<file path="src/rtl/uc_multiciclo.sv">
// Multicycle control unit: FETCH/DECODE/EXEC/[MEM]/PCUPD, 4 cycles per ALU/branch/jump op, 4+MEM_LATENCY for LD/SD.
// Outputs are registered; define UC_SINGLE_STEP_EN to add a step input that gates each instruction.
module uc_multiciclo #(
  parameter int unsigned MEM_LATENCY = 1,
  parameter int unsigned CNT_W       = 32
) (
  input  logic             clk,
  input  logic             reset,
  input  logic             run,
`ifdef UC_SINGLE_STEP_EN
  input  logic             step,
`endif
  input  logic [31:0]      ir,
  input  logic             beq,
  input  logic             bne,
  input  logic             blt,
  input  logic             bge,
  input  logic             bltu,
  input  logic             bgeu,
  output logic             load_pc,
  output logic             load_ir,
  output logic             we_rf,
  output logic             we_ram,
  output logic             alu_b_imm,
  output logic             alu_sub,
  output logic             wb_mem,
  output logic             wb_pc,
  output logic             pc_imm,
  output logic             pc_rs1,
  output logic             busy,
  output logic             illegal,
  output logic [CNT_W-1:0] instret
);

  localparam logic [6:0] OP_LD    = 7'b0000011;
  localparam logic [6:0] OP_SD    = 7'b0100011;
  localparam logic [6:0] OP_IMM   = 7'b0010011;
  localparam logic [6:0] OP_ALU   = 7'b0110011;
  localparam logic [6:0] OP_BR    = 7'b1100011;
  localparam logic [6:0] OP_AUIPC = 7'b0010111;
  localparam logic [6:0] OP_JAL   = 7'b1101111;
  localparam logic [6:0] OP_JALR  = 7'b1100111;
  localparam logic [3:0] LAT_M1   = 4'(MEM_LATENCY - 1);

  typedef enum logic [2:0] {
    S_IDLE, S_FETCH, S_DECODE, S_EXEC, S_MEM, S_PCUPD, S_TRAP
  } state_t;

  state_t           state_q;
  logic [6:0]       op_q;
  logic [3:0]       mem_cnt_q;
  logic [CNT_W-1:0] instret_q;
  logic load_pc_q, load_ir_q, we_rf_q, we_ram_q, alu_b_imm_q, alu_sub_q;
  logic wb_mem_q, wb_pc_q, pc_imm_q, pc_rs1_q, busy_q, illegal_q;

  logic legal_d, take_d, start_d, is_ld_d, is_sd_d;

`ifdef UC_SINGLE_STEP_EN
  logic unused_ir;
  assign unused_ir = ^{ir[31], ir[29:15], ir[11:7], run};
`else
  logic unused_ir;
  assign unused_ir = ^{ir[31], ir[29:15], ir[11:7]};
`endif

  always_comb begin
    legal_d = 1'b0;
    take_d  = 1'b0;
`ifdef UC_SINGLE_STEP_EN
    start_d = step;
`else
    start_d = run;
`endif
    is_ld_d = (op_q == OP_LD);
    is_sd_d = (op_q == OP_SD);
    case (ir[6:0])
      OP_LD, OP_SD, OP_AUIPC, OP_JAL, OP_JALR: legal_d = 1'b1;
      OP_IMM, OP_ALU: legal_d = (ir[14:12] == 3'b000);
      OP_BR:          legal_d = (ir[14:13] != 2'b01);
      default:        legal_d = 1'b0;
    endcase
    case (ir[14:12])
      3'b000:  take_d = beq;
      3'b001:  take_d = bne;
      3'b100:  take_d = blt;
      3'b101:  take_d = bge;
      3'b110:  take_d = bltu;
      3'b111:  take_d = bgeu;
      default: take_d = 1'b0;
    endcase
  end

  // Each branch of the case sets the outputs that the destination state shows.
  always_ff @(posedge clk) begin
    if (reset) begin
      state_q     <= S_IDLE;
      op_q        <= '0;
      mem_cnt_q   <= '0;
      instret_q   <= '0;
      load_pc_q   <= 1'b0;
      load_ir_q   <= 1'b0;
      we_rf_q     <= 1'b0;
      we_ram_q    <= 1'b0;
      alu_b_imm_q <= 1'b0;
      alu_sub_q   <= 1'b0;
      wb_mem_q    <= 1'b0;
      wb_pc_q     <= 1'b0;
      pc_imm_q    <= 1'b0;
      pc_rs1_q    <= 1'b0;
      busy_q      <= 1'b0;
      illegal_q   <= 1'b0;
    end else begin
      load_pc_q   <= 1'b0;
      load_ir_q   <= 1'b0;
      we_rf_q     <= 1'b0;
      we_ram_q    <= 1'b0;
      alu_b_imm_q <= 1'b0;
      alu_sub_q   <= 1'b0;
      wb_mem_q    <= 1'b0;
      wb_pc_q     <= 1'b0;
      pc_imm_q    <= 1'b0;
      pc_rs1_q    <= 1'b0;
      busy_q      <= 1'b0;
      case (state_q)
        S_IDLE: begin
          if (start_d) begin
            state_q   <= S_FETCH;
            load_ir_q <= 1'b1;
            busy_q    <= 1'b1;
          end
        end
        S_FETCH: begin
          state_q <= S_DECODE;
          busy_q  <= 1'b1;
        end
        S_DECODE: begin
          op_q <= ir[6:0];
          if (!legal_d) begin
            state_q   <= S_TRAP;
            illegal_q <= 1'b1;
          end else begin
            state_q <= S_EXEC;
            busy_q  <= 1'b1;
            case (ir[6:0])
              OP_ALU: begin
                alu_sub_q <= ir[30];
                we_rf_q   <= 1'b1;
              end
              OP_IMM: begin
                alu_b_imm_q <= 1'b1;
                we_rf_q     <= 1'b1;
              end
              OP_LD, OP_SD: alu_b_imm_q <= 1'b1;
              OP_BR:        pc_imm_q    <= take_d;
              OP_AUIPC: begin
                wb_pc_q  <= 1'b1;
                pc_imm_q <= 1'b1;
                we_rf_q  <= 1'b1;
              end
              OP_JAL, OP_JALR: begin
                wb_pc_q <= 1'b1;
                we_rf_q <= 1'b1;
              end
              default: ;
            endcase
          end
        end
        S_EXEC: begin
          busy_q <= 1'b1;
          if (is_ld_d || is_sd_d) begin
            state_q     <= S_MEM;
            mem_cnt_q   <= LAT_M1;
            alu_b_imm_q <= 1'b1;
            wb_mem_q    <= is_ld_d;
            we_rf_q     <= is_ld_d && (LAT_M1 == 4'd0);
            we_ram_q    <= is_sd_d && (LAT_M1 == 4'd0);
          end else begin
            state_q   <= S_PCUPD;
            load_pc_q <= 1'b1;
            instret_q <= instret_q + 1'b1;
            case (op_q)
              OP_BR:   pc_imm_q <= pc_imm_q;
              OP_JAL:  pc_imm_q <= 1'b1;
              OP_JALR: begin
                pc_imm_q <= 1'b1;
                pc_rs1_q <= 1'b1;
              end
              default: ;
            endcase
          end
        end
        S_MEM: begin
          busy_q <= 1'b1;
          if (mem_cnt_q == 4'd0) begin
            state_q   <= S_PCUPD;
            load_pc_q <= 1'b1;
            instret_q <= instret_q + 1'b1;
          end else begin
            // Write enable lands on the final MEM cycle only.
            mem_cnt_q   <= mem_cnt_q - 4'd1;
            alu_b_imm_q <= 1'b1;
            wb_mem_q    <= is_ld_d;
            we_rf_q     <= is_ld_d && (mem_cnt_q == 4'd1);
            we_ram_q    <= is_sd_d && (mem_cnt_q == 4'd1);
          end
        end
        S_PCUPD: begin
`ifdef UC_SINGLE_STEP_EN
          state_q <= S_IDLE;
`else
          if (start_d) begin
            state_q   <= S_FETCH;
            load_ir_q <= 1'b1;
            busy_q    <= 1'b1;
          end else begin
            state_q <= S_IDLE;
          end
`endif
        end
        S_TRAP:  state_q <= S_TRAP;
        default: state_q <= S_IDLE;
      endcase
    end
  end

  assign load_pc   = load_pc_q;
  assign load_ir   = load_ir_q;
  assign we_rf     = we_rf_q;
  assign we_ram    = we_ram_q;
  assign alu_b_imm = alu_b_imm_q;
  assign alu_sub   = alu_sub_q;
  assign wb_mem    = wb_mem_q;
  assign wb_pc     = wb_pc_q;
  assign pc_imm    = pc_imm_q;
  assign pc_rs1    = pc_rs1_q;
  assign busy      = busy_q;
  assign illegal   = illegal_q;
  assign instret   = instret_q;

endmodule
</file>
<file path="config.mk">
export PLATFORM = sky130hd
export DESIGN_NAME = uc_multiciclo
export DESIGN_NICKNAME = d
export VERILOG_FILES = /design/src/rtl/uc_multiciclo.sv
export SDC_FILE = /design/constraint.sdc
export NUM_CORES = 1
export LEC_CHECK = 0
export BUFFER_PORTS_ARGS = -buffer_cell sky130_fd_sc_hd__buf_4
export CORE_MARGIN = 2
export CORE_UTILIZATION = 25
export CTS_CLUSTER_DIAMETER = 100
export DETAILED_ROUTE_END_ITERATION = 16
export PLACE_DENSITY = 0.5
export RECOVER_POWER = 100
export SETUP_SLACK_MARGIN = 0.1
export SYNTH_ARGS = -nofsm -noshare
export SYNTH_HDL_FRONTEND = slang
export SYNTH_SLANG_ARGS = --single-unit
export TNS_END_PERCENT = 1
</file>
<file path="constraint.sdc">
create_clock -name clk -period 2 [get_ports clk]
set_input_delay 0.3 -clock clk [delete_from_list [all_inputs] [get_ports clk]]
set_output_delay 0.3 -clock clk [all_outputs]
set_load 0.005 [all_outputs]
</file>
==> impl_metrics.ini <==
[run_status]
status = finished with violations
violations = negative setup slack

[detailed_routing]
viasPerCell = 4.813
drt-pass1-iter-count = 4
drc = 0
ant_nets = 0
wl_um = 7540
wl_per_cell_um = 13.42
drtIter0Drc = 100
via_count = 2705

[critical_path]
max_stage_delay_ns = 0.46
worst-path-stages = 7
crit_fanout = 9
cpLargestDelayFamily = simple AND/OR/NAND/NOR gates
crit_slowest_cell = or4_1
crit_type = flop to flop
reg2reg_slack_ns = -0.04
worstSetupStartpointType = flop
required_ns = 2.26
path_buf_inv = 1
worstPathCellList = inv_2, ha_4, or3b_4, nor3_4, o2111ai_4, or4_1, a21oi_2
end_kind = flop
arrival_ns = 2.30
reg2reg_depth = 7

[grt]
antenna_found_initial = 0
grt_start_max_net_pins = 38
overflow = 0
grt_pass1_wl_um = 12280
track_usage_pct = 13.04
grt_pass1_vias = 2603

[power_and_ir_drop]
power_frac_clock_pct = 35.7
power_frac_comb_pct = 16.6
p_sw_mw = 0.7476
power.share.sequential_pct = 47.8
switching_share_pct = 28.51
power_leakage_nw = 1.362
power_mw = 2.622
p_per_area_mw_per_mm2 = 696.4
p_int_mw = 1.874
peakVddDrop_uv = 306.1

[placement]
gp_congestion = 0.8180
dp_cells = 546
port_buffers = 63
post-dp-hpwl_um = 5511

[run]
cap_violations = 0

[clock_tree]
cts_buffer_depth = 2
cts-root-buf = clkbuf_8
ctsHoldBuffers = 0
path_clk_slew_ns = 0.07
numCtsBuffers = 9
clk_latency_ns = 0.33
h-tree-depth = 3
clock_sinks = 58
tritoncts = built

[hold_path]
hold_path_class = input port to flop
hold_depth = 2

[final_layout]
fin_cells = 562
final_common_cell = dfxtp_1
final_cell_mix = dfxtp_1, buf_4, nor2_1
drive_above_1_share_pct = 27.25
n_antenna_cell = 0
nets = 461
syn_to_final_growth_pct = 35.91

[sta]
fmax_mhz = 491.3
layout_setup_ws_ns = -0.03537
slew_headroom_pct = 61.77
setup_viol = 2
period_needed_ns = 2.035
finalMaxSlewViolations = 0
hold_viol = 0
rsz0062_at_grt = yes
period_share_pct = 101.8
fin_skew_ns = 0.009174
worst_slew_pin_slew_ns = 0.5590

[synth]
postSynthCellCount = 324
synth_area_mm2 = 0.002770
ys_ff_latch = 58
syn-mean-instance-area_um2 = 8.550
ys.flop_type = dfxtp_1
synth_area_leaders = dfxtp_1, xor2_1, nor2_1
synth_top_cell_by_area = dfxtp_1
synth_cell_type_count = 53
synth_nets = 368
ys_seq_area_share_pct = 41.92
ys_warn_count = 0
async_flop_share_pct = 0
synth_top_area_share_pct = 41.92
synth-edff-count = 0

[floorplan]
core_area_mm2 = 0.01084
dieArea_mm2 = 0.01194
die_h_um = 109.3
pin_count = 85
die_w_um = 109.3
rows = 38
initial_core_util_pct = 25.55
## cell usage after synthesis (2+ instances only)
| master | instances |
|---|---|
| dfxtp_1 | 58 |
| nor2_1 | 44 |
| a21oi_1 | 31 |
| o21ai_0 | 28 |
| nand2_1 | 22 |
| xor2_1 | 21 |
| clkbuf_1 | 13 |
| inv_1 | 10 |
| nor3_1 | 8 |
| o211ai_1 | 7 |
| or3_1 | 7 |
| nand3_1 | 5 |
| a211oi_1 | 4 |
| nand4_1 | 4 |
| or4_1 | 4 |
| ha_1 | 3 |
| nand2b_1 | 3 |
| nor4_1 | 3 |
| o2111ai_1 | 3 |
| o31ai_1 | 3 |
| xnor2_1 | 3 |
| a2111oi_0 | 2 |
| a31oi_1 | 2 |
| and2_1 | 2 |
| buf_6 | 2 |
| nor3b_1 | 2 |
| o21a_1 | 2 |
| o41ai_1 | 2 |
| or3b_2 | 2 |
## registers in the layout, summed over array words and instances (netlist names)
name and flops:
instret 32, op_q 7, mem_cnt_q 4, state_q 3
alu_b_imm 1, alu_sub 1, busy 1, illegal 1
load_ir 1, load_pc 1, pc_imm 1, pc_rs1 1
wb_mem 1, wb_pc 1, we_ram 1, we_rf 1
## worst reg2reg max path, cell delays in order (launching register included)
cell and delay (ns):
dfxtp_2 0.32, inv_2 0.07, ha_4 0.13, or3b_4 0.41, nor3_4 0.24, o2111ai_4 0.19, or4_1 0.47, a21oi_2 0.15
## final cells by class
class / instances / area [um2]
inverter: 10 / 37.54
clock buffer: 13 / 148.9
sequential: 58 / 1165
clock inverter: 3 / 15.01
timing repair buffer: 97 / 660.6
tap: 140 / 175.2
multi-input combinational: 241 / 1563
fill: 1204 / 7076
## worst paths after layout
kind,startpoint,to
worst max-delay path,mem_cnt_q[1]$_SDFFE_PP0P_,instret[27]$_SDFFE_PP0P_
worst min-delay path,ir[2],alu_sub$_SDFF_PP0_
worst max register to register,mem_cnt_q[1]$_SDFFE_PP0P_,instret[27]$_SDFFE_PP0P_
worst min register to register,op_q[3]$_SDFFE_PP0P_,pc_rs1$_SDFF_PP0_
## per-layer routing
metal	GRT usage, %	vias up	routed length [um]
met5	0	-	0
met4	4.069	0	126
met3	4.662	11	602
met2	20.63	78	3344
met1	16.59	1258	3467
li1	-	1358	-
## stage by stage
step | hold WS (ns) | cell area [um2] | util, % | setup slack, ns | TNS [ns]
floorplan | 0.3761 | 2788 | - | 0.04107 | 0
global placement | 0.4603 | 3620 | 33.39 | -0.04282 | -0.08039
finish | 0.1895 | 3765 | 34.73 | -0.03537 | -0.05616
detailed placement | 0.4713 | 3620 | 33.39 | -0.09057 | -0.2038
global route | 0.1809 | 3765 | 34.73 | -0.1509 | -1.117
CTS | 0.1733 | 3816 | 35.20 | -0.04645 | -0.08416
## timing repair
action | in CTS | in global routing
endpoints found under the setup margin | 19 | 29
gates cloned | 0 | 0
pin swaps | 2 | 12
setup buffers | 0 | 0
resized for setup | 7 | 11
## power by group through the flow
stage	combinational (mW)	sequential [mW]	clock [mW]
detailed placement	0.446	1.28	0
global route	0.489	1.26	1.03
finish	0.434	1.25	0.935
global placement	0.443	1.28	0
CTS	0.458	1.25	0.977
floorplan	0.274	1.27	0
## logic make-up after synthesis
| kind of cell | Yosys count | share of synthesized area, % |
|---|---|---|
| compound gates | 93 | 21.45 |
| buf+inv | 25 | 3.930 |
| fa+ha+maj | 3 | 1.355 |
| simple gates | 119 | 22.58 |
| xor+xnor | 24 | 7.588 |
| mux | 2 | 1.174 |
| flops | 58 | 41.91 |
(Power assumes the default switching activity.)
